==> config.mk <==
export PLATFORM = sky130hd
export DESIGN_NAME = id_stage_pipe_flat
export DESIGN_NICKNAME = d
export VERILOG_FILES = /design/src/rtl/id_stage_pipe_if.sv /design/src/rtl/id_stage_pipe.sv /design/src/flat_wrapper.sv
export SDC_FILE = /design/constraint.sdc
export NUM_CORES = 1
export LEC_CHECK = 0
export BUFFER_PORTS_ARGS = -buffer_cell sky130_fd_sc_hd__buf_2
export CORE_MARGIN = 1
export CORE_UTILIZATION = 40
export DETAILED_ROUTE_END_ITERATION = 6
export GPL_TIMING_DRIVEN = 1
export MAX_ROUTING_LAYER = met4
export REMOVE_ABC_BUFFERS = 1
export SLEW_MARGIN = 25
export SYNTH_ARGS = -nofsm -noshare
export SYNTH_HDL_FRONTEND = slang
export SYNTH_SLANG_ARGS = --single-unit
==> constraint.sdc <==
create_clock -name clk -period 3.95 [get_ports clk]
set_clock_uncertainty 0.05 [all_clocks]
set_input_delay 0.1975 -clock clk [delete_from_list [all_inputs] [get_ports clk]]
set_output_delay 0.1975 -clock clk [all_outputs]
set_load 0.02 [all_outputs]
==> src/rtl/id_stage_pipe_if.sv <==
// ID/EX pipeline bundle: decoded controls and operands handed from decode to EX.
// Ports (master = decode stage, slave = EX stage):
//   ex_valid, ex_wb_en, ex_mem_read, ex_mem_write, ex_branch, ex_status_en, ex_imm : controls
//   ex_alu_cmd[3:0], ex_dest/ex_src1/ex_src2[AW-1:0] : ALU command and register indices
//   ex_rn_val/ex_rm_val/ex_pc[DATA_W-1:0] : operand values and PC+4
//   ex_shift_op[11:0], ex_imm24[23:0] : raw immediate fields
interface id_stage_pipe_if #(
  parameter int unsigned DATA_W = 32,
  parameter int unsigned AW     = 4
);
  logic              ex_valid;
  logic              ex_wb_en;
  logic              ex_mem_read;
  logic              ex_mem_write;
  logic              ex_branch;
  logic              ex_status_en;
  logic              ex_imm;
  logic [3:0]        ex_alu_cmd;
  logic [AW-1:0]     ex_dest;
  logic [AW-1:0]     ex_src1;
  logic [AW-1:0]     ex_src2;
  logic [DATA_W-1:0] ex_rn_val;
  logic [DATA_W-1:0] ex_rm_val;
  logic [DATA_W-1:0] ex_pc;
  logic [11:0]       ex_shift_op;
  logic [23:0]       ex_imm24;

  modport master (
    output ex_valid, ex_wb_en, ex_mem_read, ex_mem_write, ex_branch, ex_status_en, ex_imm,
           ex_alu_cmd, ex_dest, ex_src1, ex_src2, ex_rn_val, ex_rm_val, ex_pc,
           ex_shift_op, ex_imm24
  );

  modport slave (
    input ex_valid, ex_wb_en, ex_mem_read, ex_mem_write, ex_branch, ex_status_en, ex_imm,
          ex_alu_cmd, ex_dest, ex_src1, ex_src2, ex_rn_val, ex_rm_val, ex_pc,
          ex_shift_op, ex_imm24
  );
endinterface

==> src/rtl/id_stage_pipe.sv <==
// Decode stage with integrated ID/EX register: decodes the instruction, checks its
// condition against {N,Z,C,V}, reads the register file (write-through), detects RAW
// hazards against EX/MEM and loads EX, inserting a bubble on kill.
// Ports:
//   clk, rst                  : clock, synchronous active-high reset
//   pc_in, instr, in_valid    : instruction from IF/ID
//   flush                     : branch taken in EX, kill current decode
//   status                    : flags {N,Z,C,V}
//   wb_en, wb_dest, wb_data   : register-file write port
//   mem_wb_en, mem_dest       : destination of the instruction in MEM
//   stall                     : combinational, freezes PC and IF/ID
//   ex                        : registered ID/EX bundle
module id_stage_pipe #(
  parameter int unsigned DATA_W     = 32,
  parameter int unsigned REG_COUNT  = 16,
  parameter bit          FORWARD_EN = 1'b1,
  localparam int unsigned AW        = $clog2(REG_COUNT)
) (
  input  logic              clk,
  input  logic              rst,
  input  logic [DATA_W-1:0] pc_in,
  input  logic [31:0]       instr,
  input  logic              in_valid,
  input  logic              flush,
  input  logic [3:0]        status,
  input  logic              wb_en,
  input  logic [AW-1:0]     wb_dest,
  input  logic [DATA_W-1:0] wb_data,
  input  logic              mem_wb_en,
  input  logic [AW-1:0]     mem_dest,
  output logic              stall,
  id_stage_pipe_if.master   ex
);

  typedef struct packed {
    logic              valid;
    logic              wb_en;
    logic              mem_read;
    logic              mem_write;
    logic              branch;
    logic              status_en;
    logic              imm;
    logic [3:0]        alu_cmd;
    logic [AW-1:0]     dest;
    logic [AW-1:0]     src1;
    logic [AW-1:0]     src2;
    logic [DATA_W-1:0] rn_val;
    logic [DATA_W-1:0] rm_val;
    logic [DATA_W-1:0] pc;
    logic [11:0]       shift_op;
    logic [23:0]       imm24;
  } ex_t;

  ex_t ex_q, ex_d;

  logic [DATA_W-1:0] rf_q [REG_COUNT];

  // Instruction fields
  logic [3:0]    cond;
  logic [1:0]    mode;
  logic          i_bit;
  logic [3:0]    opcode;
  logic          s_bit;
  logic [AW-1:0] rn_a;
  logic [AW-1:0] rd_a;
  logic [AW-1:0] rm_a;
  logic [AW-1:0] src2_a;

  assign cond   = instr[31:28];
  assign mode   = instr[27:26];
  assign i_bit  = instr[25];
  assign opcode = instr[24:21];
  assign s_bit  = instr[20];
  assign rn_a   = AW'(instr[19:16]);
  assign rd_a   = AW'(instr[15:12]);
  assign rm_a   = AW'(instr[3:0]);
  // Stores read the data register through the second port.
  assign src2_a = (mode == 2'b01 && !s_bit) ? rd_a : rm_a;

  // Control decode
  logic [3:0] alu_cmd;
  logic       dec_wb, dec_mr, dec_mw, dec_br, dec_st, use1, use2;

  always_comb begin
    alu_cmd = 4'b0000;
    dec_wb  = 1'b0;
    dec_mr  = 1'b0;
    dec_mw  = 1'b0;
    dec_br  = 1'b0;
    dec_st  = 1'b0;
    use1    = 1'b0;
    use2    = 1'b0;
    case (mode)
      2'b00: begin
        use1   = 1'b1;
        use2   = ~i_bit;
        dec_wb = 1'b1;
        dec_st = s_bit;
        case (opcode)
          4'b1101: begin alu_cmd = 4'b0001; use1 = 1'b0; end
          4'b1111: begin alu_cmd = 4'b1001; use1 = 1'b0; end
          4'b0100: alu_cmd = 4'b0010;
          4'b0101: alu_cmd = 4'b0011;
          4'b0010: alu_cmd = 4'b0100;
          4'b0110: alu_cmd = 4'b0101;
          4'b0000: alu_cmd = 4'b0110;
          4'b1100: alu_cmd = 4'b0111;
          4'b0001: alu_cmd = 4'b1000;
          4'b1010: begin alu_cmd = 4'b0100; dec_wb = 1'b0; dec_st = 1'b1; end
          4'b1000: begin alu_cmd = 4'b0110; dec_wb = 1'b0; dec_st = 1'b1; end
          default: begin
            use1   = 1'b0;
            use2   = 1'b0;
            dec_wb = 1'b0;
            dec_st = 1'b0;
          end
        endcase
      end
      2'b01: begin
        alu_cmd = 4'b0010;
        use1    = 1'b1;
        use2    = ~s_bit;
        dec_mr  = s_bit;
        dec_wb  = s_bit;
        dec_mw  = ~s_bit;
      end
      2'b10:   dec_br = 1'b1;
      default: ;
    endcase
  end

  // Condition evaluation against {N,Z,C,V}
  logic f_n, f_z, f_c, f_v, cond_pass;
  assign {f_n, f_z, f_c, f_v} = status;

  always_comb begin
    cond_pass = 1'b0;
    case (cond)
      4'h0: cond_pass = f_z;
      4'h1: cond_pass = ~f_z;
      4'h2: cond_pass = f_c;
      4'h3: cond_pass = ~f_c;
      4'h4: cond_pass = f_n;
      4'h5: cond_pass = ~f_n;
      4'h6: cond_pass = f_v;
      4'h7: cond_pass = ~f_v;
      4'h8: cond_pass = f_c & ~f_z;
      4'h9: cond_pass = ~f_c | f_z;
      4'hA: cond_pass = (f_n == f_v);
      4'hB: cond_pass = (f_n != f_v);
      4'hC: cond_pass = ~f_z & (f_n == f_v);
      4'hD: cond_pass = f_z | (f_n != f_v);
      4'hE: cond_pass = 1'b1;
      default: cond_pass = 1'b0;
    endcase
  end

  // Register file reads with same-cycle write-through
  logic [DATA_W-1:0] rn_val, rm_val;
  always_comb begin
    rn_val = (wb_en && wb_dest == rn_a)   ? wb_data : rf_q[rn_a];
    rm_val = (wb_en && wb_dest == src2_a) ? wb_data : rf_q[src2_a];
  end

  // RAW hazard: with forwarding only a load in EX can block its consumer
  logic hz1, hz2, haz, kill;
  always_comb begin
    if (FORWARD_EN) begin
      hz1 = ex_q.valid & ex_q.mem_read & (ex_q.dest == rn_a);
      hz2 = ex_q.valid & ex_q.mem_read & (ex_q.dest == src2_a);
    end else begin
      hz1 = (ex_q.valid & ex_q.wb_en & (ex_q.dest == rn_a)) |
            (mem_wb_en & (mem_dest == rn_a));
      hz2 = (ex_q.valid & ex_q.wb_en & (ex_q.dest == src2_a)) |
            (mem_wb_en & (mem_dest == src2_a));
    end
    haz  = in_valid & ((use1 & hz1) | (use2 & hz2));
    kill = ~in_valid | ~cond_pass | haz | flush;
  end

  // Flush wins over hazard: the decode is discarded, so nothing to hold.
  assign stall = haz & ~flush;

  // Next ID/EX contents; kill forces a bubble on the control fields
  always_comb begin
    ex_d           = '0;
    ex_d.valid     = ~kill;
    ex_d.wb_en     = dec_wb & ~kill;
    ex_d.mem_read  = dec_mr & ~kill;
    ex_d.mem_write = dec_mw & ~kill;
    ex_d.branch    = dec_br & ~kill;
    ex_d.status_en = dec_st & ~kill;
    ex_d.alu_cmd   = kill ? 4'b0000 : alu_cmd;
    ex_d.imm       = i_bit;
    ex_d.dest      = rd_a;
    ex_d.src1      = use1 ? rn_a : '0;
    ex_d.src2      = use2 ? src2_a : '0;
    ex_d.rn_val    = rn_val;
    ex_d.rm_val    = rm_val;
    ex_d.pc        = pc_in;
    ex_d.shift_op  = instr[11:0];
    ex_d.imm24     = instr[23:0];
  end

  // ID/EX register
  always_ff @(posedge clk) begin
    if (rst) ex_q <= '0;
    else     ex_q <= ex_d;
  end

  // Register file storage
  always_ff @(posedge clk) begin
    if (rst) begin
      for (int i = 0; i < int'(REG_COUNT); i++) rf_q[i] <= '0;
    end else if (wb_en) begin
      rf_q[wb_dest] <= wb_data;
    end
  end

  assign ex.ex_valid     = ex_q.valid;
  assign ex.ex_wb_en     = ex_q.wb_en;
  assign ex.ex_mem_read  = ex_q.mem_read;
  assign ex.ex_mem_write = ex_q.mem_write;
  assign ex.ex_branch    = ex_q.branch;
  assign ex.ex_status_en = ex_q.status_en;
  assign ex.ex_imm       = ex_q.imm;
  assign ex.ex_alu_cmd   = ex_q.alu_cmd;
  assign ex.ex_dest      = ex_q.dest;
  assign ex.ex_src1      = ex_q.src1;
  assign ex.ex_src2      = ex_q.src2;
  assign ex.ex_rn_val    = ex_q.rn_val;
  assign ex.ex_rm_val    = ex_q.rm_val;
  assign ex.ex_pc        = ex_q.pc;
  assign ex.ex_shift_op  = ex_q.shift_op;
  assign ex.ex_imm24     = ex_q.imm24;

endmodule
==> src/flat_wrapper.sv <==
// flat-port wrapper written by rule: the top's interface ports become plain ports
module id_stage_pipe_flat 
#(
  parameter int unsigned DATA_W     = 32,
  parameter int unsigned REG_COUNT  = 16,
  parameter bit          FORWARD_EN = 1'b1,
  localparam int unsigned AW        = $clog2(REG_COUNT)
)
  (clk, rst, pc_in, instr, in_valid, flush, status, wb_en, wb_dest, wb_data, mem_wb_en, mem_dest, stall, ex_ex_valid, ex_ex_wb_en, ex_ex_mem_read, ex_ex_mem_write, ex_ex_branch, ex_ex_status_en, ex_ex_imm, ex_ex_alu_cmd, ex_ex_dest, ex_ex_src1, ex_ex_src2, ex_ex_rn_val, ex_ex_rm_val, ex_ex_pc, ex_ex_shift_op, ex_ex_imm24);
  id_stage_pipe_if #(.DATA_W(DATA_W)) ex_i ();
  input  logic clk;
  input  logic rst;
  input  logic [DATA_W-1:0] pc_in;
  input  logic [31:0] instr;
  input  logic in_valid;
  input  logic flush;
  input  logic [3:0] status;
  input  logic wb_en;
  input  logic [AW-1:0] wb_dest;
  input  logic [DATA_W-1:0] wb_data;
  input  logic mem_wb_en;
  input  logic [AW-1:0] mem_dest;
  output logic stall;
  output wire logic [$bits(ex_i.ex_valid)-1:0] ex_ex_valid;
  output wire logic [$bits(ex_i.ex_wb_en)-1:0] ex_ex_wb_en;
  output wire logic [$bits(ex_i.ex_mem_read)-1:0] ex_ex_mem_read;
  output wire logic [$bits(ex_i.ex_mem_write)-1:0] ex_ex_mem_write;
  output wire logic [$bits(ex_i.ex_branch)-1:0] ex_ex_branch;
  output wire logic [$bits(ex_i.ex_status_en)-1:0] ex_ex_status_en;
  output wire logic [$bits(ex_i.ex_imm)-1:0] ex_ex_imm;
  output wire logic [$bits(ex_i.ex_alu_cmd)-1:0] ex_ex_alu_cmd;
  output wire logic [$bits(ex_i.ex_dest)-1:0] ex_ex_dest;
  output wire logic [$bits(ex_i.ex_src1)-1:0] ex_ex_src1;
  output wire logic [$bits(ex_i.ex_src2)-1:0] ex_ex_src2;
  output wire logic [$bits(ex_i.ex_rn_val)-1:0] ex_ex_rn_val;
  output wire logic [$bits(ex_i.ex_rm_val)-1:0] ex_ex_rm_val;
  output wire logic [$bits(ex_i.ex_pc)-1:0] ex_ex_pc;
  output wire logic [$bits(ex_i.ex_shift_op)-1:0] ex_ex_shift_op;
  output wire logic [$bits(ex_i.ex_imm24)-1:0] ex_ex_imm24;
  assign ex_ex_valid = ex_i.ex_valid;
  assign ex_ex_wb_en = ex_i.ex_wb_en;
  assign ex_ex_mem_read = ex_i.ex_mem_read;
  assign ex_ex_mem_write = ex_i.ex_mem_write;
  assign ex_ex_branch = ex_i.ex_branch;
  assign ex_ex_status_en = ex_i.ex_status_en;
  assign ex_ex_imm = ex_i.ex_imm;
  assign ex_ex_alu_cmd = ex_i.ex_alu_cmd;
  assign ex_ex_dest = ex_i.ex_dest;
  assign ex_ex_src1 = ex_i.ex_src1;
  assign ex_ex_src2 = ex_i.ex_src2;
  assign ex_ex_rn_val = ex_i.ex_rn_val;
  assign ex_ex_rm_val = ex_i.ex_rm_val;
  assign ex_ex_pc = ex_i.ex_pc;
  assign ex_ex_shift_op = ex_i.ex_shift_op;
  assign ex_ex_imm24 = ex_i.ex_imm24;
  id_stage_pipe #(.DATA_W(DATA_W), .REG_COUNT(REG_COUNT), .FORWARD_EN(FORWARD_EN)) u_core (.clk(clk), .rst(rst), .pc_in(pc_in), .instr(instr), .in_valid(in_valid), .flush(flush), .status(status), .wb_en(wb_en), .wb_dest(wb_dest), .wb_data(wb_data), .mem_wb_en(mem_wb_en), .mem_dest(mem_dest), .stall(stall), .ex(ex_i));
endmodule
# After elaboration in Yosys (flattened, before gate mapping)
# Memories as Yosys holds them, arrays and structs flattened. A register that Yosys moved wholly into a read port is not among the register bits.
# Cells that the tools add are included.
word_totals:
  regBits: 91
  latchBits: 0
  ramBits: 512
  memories: 1
  romBits: 0
  word_cells: 115
classes:
  div_mod_pow: 0
  n_addsub: 0
  n_mul: 0
  n_reduce_logical: 15
  n_mux: 23
  n_bitwise: 32
  shift: 0
  magnitude_cmp: 0
  n_eq_ne: 30
mem_list:
  columns: ["memory", "words", "word_bits", "rd", "rd_ports_with_merged_regs", "wr", "line_no", "text"]
  rows:
  - ["u_core.rf_q", 16, 32, 2, 2, 16, "id_stage_pipe.sv:56", "logic [DATA_W-1:0] rf_q [REG_COUNT];"]
op_table:
  columns: ["op", "n"]
  rows:
  - ["4-bit equality test, second input constant", 12]
  - ["4-bit one-hot mux with 9 select lines", 1]
  - ["32-bit 2-to-1 mux", 1]
  - ["32-bit OR reduction", 1]
  - ["4-bit by 3-bit equality test with 1-bit output, second input constant", 7]
  - ["9-bit OR reduction", 2]
  - ["1-bit one-hot mux with 15 select lines", 1]
  - ["1-bit bitwise AND", 14]
  - ["1-bit 2-to-1 mux", 13]
  - ["4-bit by 2-bit equality test with 1-bit output, second input constant", 3]
  - ["1-bit NOT", 12]
  - ["2-bit OR reduction", 6]
  - ["11-bit OR reduction", 1]
  - ["4-bit by 1-bit equality test with 1-bit output, second input constant", 2]
  - ["4-bit equality test", 2]
  - ["4-bit zero test", 2]
  - ["4-bit 2-to-1 mux", 2]
  - ["1-bit one-hot mux with 2 select lines", 4]
  - ["4-bit one-hot mux with 2 select lines", 1]
  - ["1-bit bitwise OR", 6]
  - ["2-bit by 1-bit equality test with 1-bit output, second input constant", 1]
  - ["2-bit equality test, second input constant", 1]
  - ["2-bit zero test", 1]
  - ["1-bit equality test", 1]
  - ["3 further kinds", 3]

# Depth between registers and ports, before layout
# Gate-level depths: netlist of run 1.
logic_depth:
  depth_word: 12
  depth_mapped: 10

# Least setup slack after synthesis of run 1
# Ideal clock, no wire load.
synth_timing:
  path_type: "input-to-reg"
  startpoint: "in instr[16]"
  endpoint: "reg u_core.ex.ex_rn_val[0] (netlist name)"
  path_stages: 7
  setup_slack_ns: 1.663
  arrival_time_ns: 2.105
  required_ns: 3.768
  path_cell_list: "clkbuf_1 -> buf_1 -> clkbuf_1 -> mux4_2 -> mux4_2 -> nand2_1 -> a21oi_1"
synth_rtl:
  columns: ["item", "line_no", "text"]
  rows:
  - ["from (decl)", "flat_wrapper.sv:14", "input logic [31:0] instr;"]

# Final worst setup path of run 1
layout_timing:
  startpoint: "in instr[27]"
  endpoint: "out stall"
layout_between:
  elab_chain_cells: 9
  word_cells_on_any_way: 13
  cone_classes: "2 x eq/ne; 3 x mux; 6 x bitwise; 2 x reduce/logical"
layout_rtl:
  columns: ["item", "line_no", "text"]
  rows:
  - ["2-bit by 1-bit equality test with 1-bit output", "id_stage_pipe.sv:78, id_stage_pipe.sv:93", null]
  - ["1-bit logical AND", "id_stage_pipe.sv:78", "assign src2_a = (mode == 2'b01 && !s_bit) ? rd_a : rm_a;"]
  - ["4-bit 2-to-1 mux", "id_stage_pipe.sv:78", null]
  - ["4-bit equality test", "id_stage_pipe.sv:170", "hz2 = ex_q.valid & ex_q.mem_read & (ex_q.dest == src2_a);"]
  - ["1-bit bitwise AND", "id_stage_pipe.sv:170", null]
  - ["1-bit bitwise AND", "id_stage_pipe.sv:177", "haz = in_valid & ((use1 & hz1) | (use2 & hz2));"]
  - ["1-bit bitwise OR (*)", "id_stage_pipe.sv:177", null]
  - ["1-bit bitwise AND (*)", "id_stage_pipe.sv:177", null]
  - ["1-bit bitwise AND (*)", "id_stage_pipe.sv:182", "assign stall = haz & ~flush;"]
  - ["to (decl)", "flat_wrapper.sv:23", "output logic stall;"]
# Mark *: on every way between the ends. The rest lies on a longest branch, timed or not.

==> flow_summary.yaml, run 1 <==
global_route:
  grt_pass1_vias: 23400
  grt_pass1_wl_mm: 160
  grtUsageTotal: 0.278
  grt_max_degree: 81
  antenna_found_initial: 8
  grt_overflow_total: 0
drt:
  vias: 23600
  drtIter0Drc: 3028
  avgViaCountPerCell: 5.97
  wl_mm: 112
  dr.pass1.iters: 6
  drc_errors: 0
  wl_per_cell_um: 28.3
  ant_nets: 0
power_and_ir_drop:
  power_switching_mw: 4.46
  ir_drop_uv: 305
  p_leak_nw: 14.4
  combPwrFrac: 0.137
  seq_power_share: 0.476
  powerDensity_nw_per_um2: 441
  switching_share: 0.264
  power.internal_mw: 12.4
  pwr-share-clk: 0.386
sta:
  fmax_mhz: 273
  slew-limit-headroom: 0.187
  min_period_ns: 3.67
  layout_setup_ws_ns: 0.283
  finalHoldViolations: 0
  whs_ns: 0.0365
  tightest_slew_ns: 1.22
  rsz0062_at_grt: "no"
  report.final.slew_viol_count: 0
  final-setup-viol-count: 0
  timing.final.crit_share: 0.928
yosys:
  async_reset_ff_frac: 0
  ys_ff_latch: 651
  synthesis.instances: 2559
  synth_top_area_cell: "edfxtp_1"
  synth_enable_flop_cells: 512
  yosys.area.top_type_share: 0.474
  synth_area_um2: 32400
  yosysWarnings: 0
  synth_top_flop_cell: "edfxtp_1"
  synth_cell_type_count: 59
  synth.area.top_cells: "edfxtp_1, mux4_2, and2_1"
  ys_seq_area_frac: 0.560
  syn_avg_cell_area_um2: 12.7
run_status:
  status: "finished clean"
floorplan:
  ioPinCount: 270
  die_area_um2: 82200
  rows: 104
  die_h_um: 287
  core_um2: 80300
  die_w_um: 287
  initial_core_util: 0.404
hold_path:
  hold_path_class: "in -> reg"
  hold_start: "instr[15]"
worst_setup_path:
  arrival_ns: 3.42
  reg2reg_slack_ns: 2.03
  crit_slowest_cell: "dlygate4sd3_1"
  cp-endpoint: "stall"
  max_stage_delay_ns: 0.53
  crit_family: "buffers and inverters"
  path_max_fanout: 23
  crit_buf_inv: 5
  r2r_cells: 4
  path_cells: "dlygate4sd3_1, buf_2, nor3b_4, buf_4, mux2i_4, buf_4, xnor2_1, nor3_1, a22o_1, nor2b_1, buf_2"
  critPathKind: "in -> out"
  setup.worst_path.start: "instr[27]"
  r2r-start: "u_core.rf_q[15][26]"
  path_depth: 11
  end_kind: "output pin"
  required_ns: 3.70
  start_kind: "input port"
  r2r-end: "u_core.ex.ex_rn_val[26]"
clocking:
  clk_latency_ns: 0.63
  ctsResizeCount: 0
  cts_sinks: 651
  postCtsSetupBuffers: 0
  clkTransAtPathRegs_ns: 0.06
  cts-root-buf: "clkbuf_16"
  cts_tree: "done"
  cts-hold-fix-buffers: 85
  numCtsBuffers: 73
  max-clock-path-buffers: 3
  htreeDepth: 3
finish:
  fillCellCount: 7055
  mostFrequentLayoutCell: "and2_1"
  final_cell_mix: "and2_1, edfxtp_1, nand2_1, buf_2, mux4_2"
  drive_above_1_share: 0.248
  final_area_um2: 38300
  fin_cells: 3958
  nets: 2948
  synthToLayoutAreaGrowth_pct: 18.1
place:
  place_area_um2: 35200
  port_buffers: 264
  dp_worst_setup_slack_ns: 0.680
  hpwl_mm: 65.9
  place_congestion: 0.890
  dp_cells: 3734
flow_run:
  drv_cap: 0
[routing by layer]
layer	GRT usage	part of all wire	wire (um)
met1	0.361	0.39	43900
met2	0.436	0.47	52400
met3	0.0506	0.10	11500
met4	0.101	0.039	4420
met5	-	0	0
[per-stage QoR]
stage                     setup TNS (ns)   util  power [mW]
after floorplan                  -339.68      -        9.38
after global routing                   0  0.477        17.4
after global placement                 0  0.438        10.4
after detailed placement               0  0.438        10.4
final                                  0  0.477        16.9
after CTS                              0  0.477        17.0
[area by class of cell]
cell class	instances	area, um2	share of cell area
diodes	7	17.5	0.000458
clock buffers	102	2090	0.0545
clock inverters	30	176	0.00461
inverters	7	26.3	0.000686
multi-input cells	1653	13300	0.348
flip-flops and latches	651	18200	0.474
well taps	1060	1330	0.0346
repair buffers	448	3160	0.0826
[power by group through the flow]
stage / clock network [mW] / registers [mW] / logic, mW
floorplan: 0 / 8.25 / 1.13
global placement: 0 / 8.16 / 2.21
detailed placement: 0 / 8.19 / 2.23
CTS: 6.61 / 8.04 / 2.31
global route: 6.88 / 8.09 / 2.44
finish: 6.53 / 8.05 / 2.32
[sequential cells by signal, indices dropped and copies added, names as in the netlist, 3 cells and up]
name                  cells
u_core.ex.ex_pc          32
u_core.ex.ex_src1         4
u_core.ex.ex_imm24       21
u_core.ex.ex_rm_val      32
u_core.ex.ex_src2         4
u_core.ex.ex_alu_cmd      4
u_core.ex.ex_rn_val      32
u_core.ex.ex_dest         3
u_core.rf_q             512
[cell usage after synthesis, types with 22 or more instances]
cell,number
nor2b_1,59
buf_2,48
a221oi_1,24
dfxtp_1,139
clkbuf_1,163
nand2_1,295
nor2_1,37
nand3_1,60
and2_1,516
edfxtp_1,512
nor3_1,22
a21oi_1,91
mux4_2,183
mux2i_1,135
o21ai_0,48
[cells by family after synthesis]
group | share of synthesized area
AOI/OAI and AO/OA | 0.0581
xor gates and xnor gates | 0.00432
buffers and inverters | 0.0337
DFF | 0.560
muxes | 0.172
and+or+nand+nor | 0.172
[worst register-to-register path, stage by stage, from the launching register on]
cell	delay (ns)
edfxtp_1	0.41
mux4_2	0.49
mux4_2	0.48
nand2_1	0.08
a21oi_1	0.19
[worst min path at each step]
stage / to / slack, ns / cells after the start
6_report: u_core.ex.ex_imm24[15] / 0.04 / 2
5_1_grt: u_core.ex.ex_imm24[15] / 0.03 / 2
4_1_cts: u_core.ex.ex_imm24[15] / 0.01 / 2
3_5_place_dp: u_core.ex.ex_pc[11] / 0.36 / 2
3_3_place_gp: u_core.ex.ex_pc[1] / 0.36 / 2
2_1_floorplan: u_core.ex.ex_dest[1] / 0.21 / 1
Note: power is estimated with default switching activity, not from simulation.
==> inputs of run 2 (changes only) <==
--- a/config.mk
+++ b/config.mk
@@ -11,6 +11,7 @@
 export DETAILED_ROUTE_END_ITERATION = 6
 export GPL_TIMING_DRIVEN = 1
 export MAX_ROUTING_LAYER = met4
+export PLACE_DENSITY_LB_ADDON = 0.08
 export REMOVE_ABC_BUFFERS = 1
 export SLEW_MARGIN = 25
 export SYNTH_ARGS = -nofsm -noshare
==> run 2 against run 1 <==
  * Fmax grew 4.0%
  * Core utilization grew 0.48 points
  * Clock power grew 9.0%
  * Wire length grew 5.4%
  * Cell area grew 1.0%
  * Critical endpoint is now u_core.ex.ex_alu_cmd[0]
  * Non-clock buffer count grew 6
  * Register-to-register slack lost 0.37 ns
  * Via count shrank 1.2%
  * Worst setup slack gained 0.14 ns
  * Largest cell class unchanged
  * Sequential share of layout area shrank 0.47 points
==> flow_summary.yaml, run 2 (same netlist as run 1, synthesis figures left out) <==
run_status:
  status: "finished clean"
worst_setup_path:
  critPathKind: "in -> reg"
  start_kind: "input port"
  path_cells: "dlygate4sd3_1, buf_2, nor3b_4, buf_4, mux2i_4, buf_4, xnor2_1, nor3_1, a22o_1, or2_1, nor4_2, dlygate4sd3_1"
  crit_family: "buffers and inverters"
  end_kind: "flop"
  r2r-start: "u_core.rf_q[3][18]"
  path_max_fanout: 17
  r2r_cells: 5
  crit_buf_inv: 5
  max_stage_delay_ns: 0.57
  arrival_ns: 4.05
  path_depth: 12
  required_ns: 4.47
  setup.worst_path.start: "instr[20]"
  crit_slowest_cell: "dlygate4sd3_1"
  reg2reg_slack_ns: 1.66
  r2r-end: "u_core.ex.ex_rn_val[18]"
clocking:
  ctsResizeCount: 0
  clk_latency_ns: 0.62
  cts_tree: "done"
  cts-root-buf: "clkbuf_16"
  max-clock-path-buffers: 3
  cts-hold-fix-buffers: 91
  numCtsBuffers: 76
  htreeDepth: 3
  postCtsSetupBuffers: 0
  clkTransAtPathRegs_ns: 0.06
  cts_sinks: 651
global_route:
  grtUsageTotal: 0.294
  grt.busiest_layer: "met2"
  grt_max_degree: 73
  grt_pass1_wl_mm: 166
  grt_overflow_total: 0
  use_met2: 0.452
  use_met3: 0.0476
  grt_pass1_vias: 22800
  antenna_found_initial: 9
  use_met1: 0.396
drt:
  avgViaCountPerCell: 5.88
  drc_errors: 0
  wl_per_cell_um: 29.7
  drtIter0Drc: 2834
  ant_nets: 0
  dr.pass1.iters: 5
  vias: 23400
  wl_mm: 118
sta:
  finalSetupTns_ns: 0
  slew-limit-headroom: 0.267
  tightest_slew_ns: 1.10
  min_period_ns: 3.53
  rsz0062_at_grt: "no"
  report.final.slew_viol_count: 0
  timing.final.crit_share: 0.893
  final-setup-viol-count: 0
  fmax_mhz: 284
  finalHoldViolations: 0
  whs_ns: 0.0372
finish:
  final_area_um2: 38700
  final_cell_mix: "and2_1, edfxtp_1, nand2_1, buf_2, mux4_2"
  fillCellCount: 7055
  mostFrequentLayoutCell: "and2_1"
  drive_above_1_share: 0.249
  largest_register_ffs: 512
  nets: 2957
  fin_cells: 3974
  synthToLayoutAreaGrowth_pct: 19.3
  top_register: "u_core.rf_q"
hold_path:
  whs_endpoint: "u_core.ex.ex_branch"
  hold_start: "instr[29]"
  hold_path_class: "in -> reg"
  min_path_cells: 4
floorplan:
  die_w_um: 287
  die_area_um2: 82200
  rows: 104
  die_h_um: 287
  ioPinCount: 270
  initial_core_util: 0.404
  core_um2: 80300
power_and_ir_drop:
  power_switching_mw: 4.57
  power_mw: 17.5
  ir_drop_uv: 255
  pwr-share-clk: 0.406
  combPwrFrac: 0.135
  p_leak_nw: 14.6
  switching_share: 0.261
  powerDensity_nw_per_um2: 453
  power.internal_mw: 13.0
  seq_power_share: 0.458
place:
  place_area_um2: 35200
  hpwl_mm: 67.7
  dp_cells: 3734
  place_congestion: 0.843
  port_buffers: 264
flow_run:
  drv_cap: 0
[run 2: tightest hold or removal path: stages]
cell and delay [ns]:
buf_2 0.12, o21ai_0 0.10, a311o_1 0.19, nor3b_1 0.05
[run 2: area by class of cell]
type,count,area [um2],share of cell area
clock buffer,115,2240,0.0579
multi-input combinational,1653,13400,0.345
timing repair buffer,454,3280,0.0849
antenna,7,17.5,0.000453
inverter,7,26.3,0.000680
clock inverter,27,264,0.00683
sequential,651,18200,0.470
tap,1060,1330,0.0343
[run 2: metal layers]
layer	share of wire	wire length [um]
met1	0.41	48700
met2	0.46	54300
met3	0.098	11600
met4	0.031	3630
met5	0	0
[run 2: worst max-delay path by stage]
stage / end
4_1_cts: u_core.ex.ex_alu_cmd[0]
3_3_place_gp: u_core.ex.ex_rm_val[27]
3_5_place_dp: u_core.ex.ex_rm_val[5]
2_1_floorplan: u_core.ex.ex_rm_val[28]
6_report: u_core.ex.ex_alu_cmd[0]
5_1_grt: u_core.ex.ex_alu_cmd[0]
[run 2: through the flow]
step	utilization	setup slack [ns]
6_report	0.482	0.423
4_1_cts	0.481	0.477
3_3_place_gp	0.439	0.713
3_5_place_dp	0.439	0.690
2_1_floorplan	-	-8.94
5_1_grt	0.481	0.258
[run 2: power groups by stage]
stage | registers [mW] | clock network [mW] | logic, mW
after global routing | 8.08 | 7.47 | 2.50
after CTS | 8.03 | 7.22 | 2.37
after floorplan | 8.25 | 0 | 1.13
final | 8.04 | 7.12 | 2.37
after global placement | 8.15 | 0 | 2.27
after detailed placement | 8.17 | 0 | 2.28
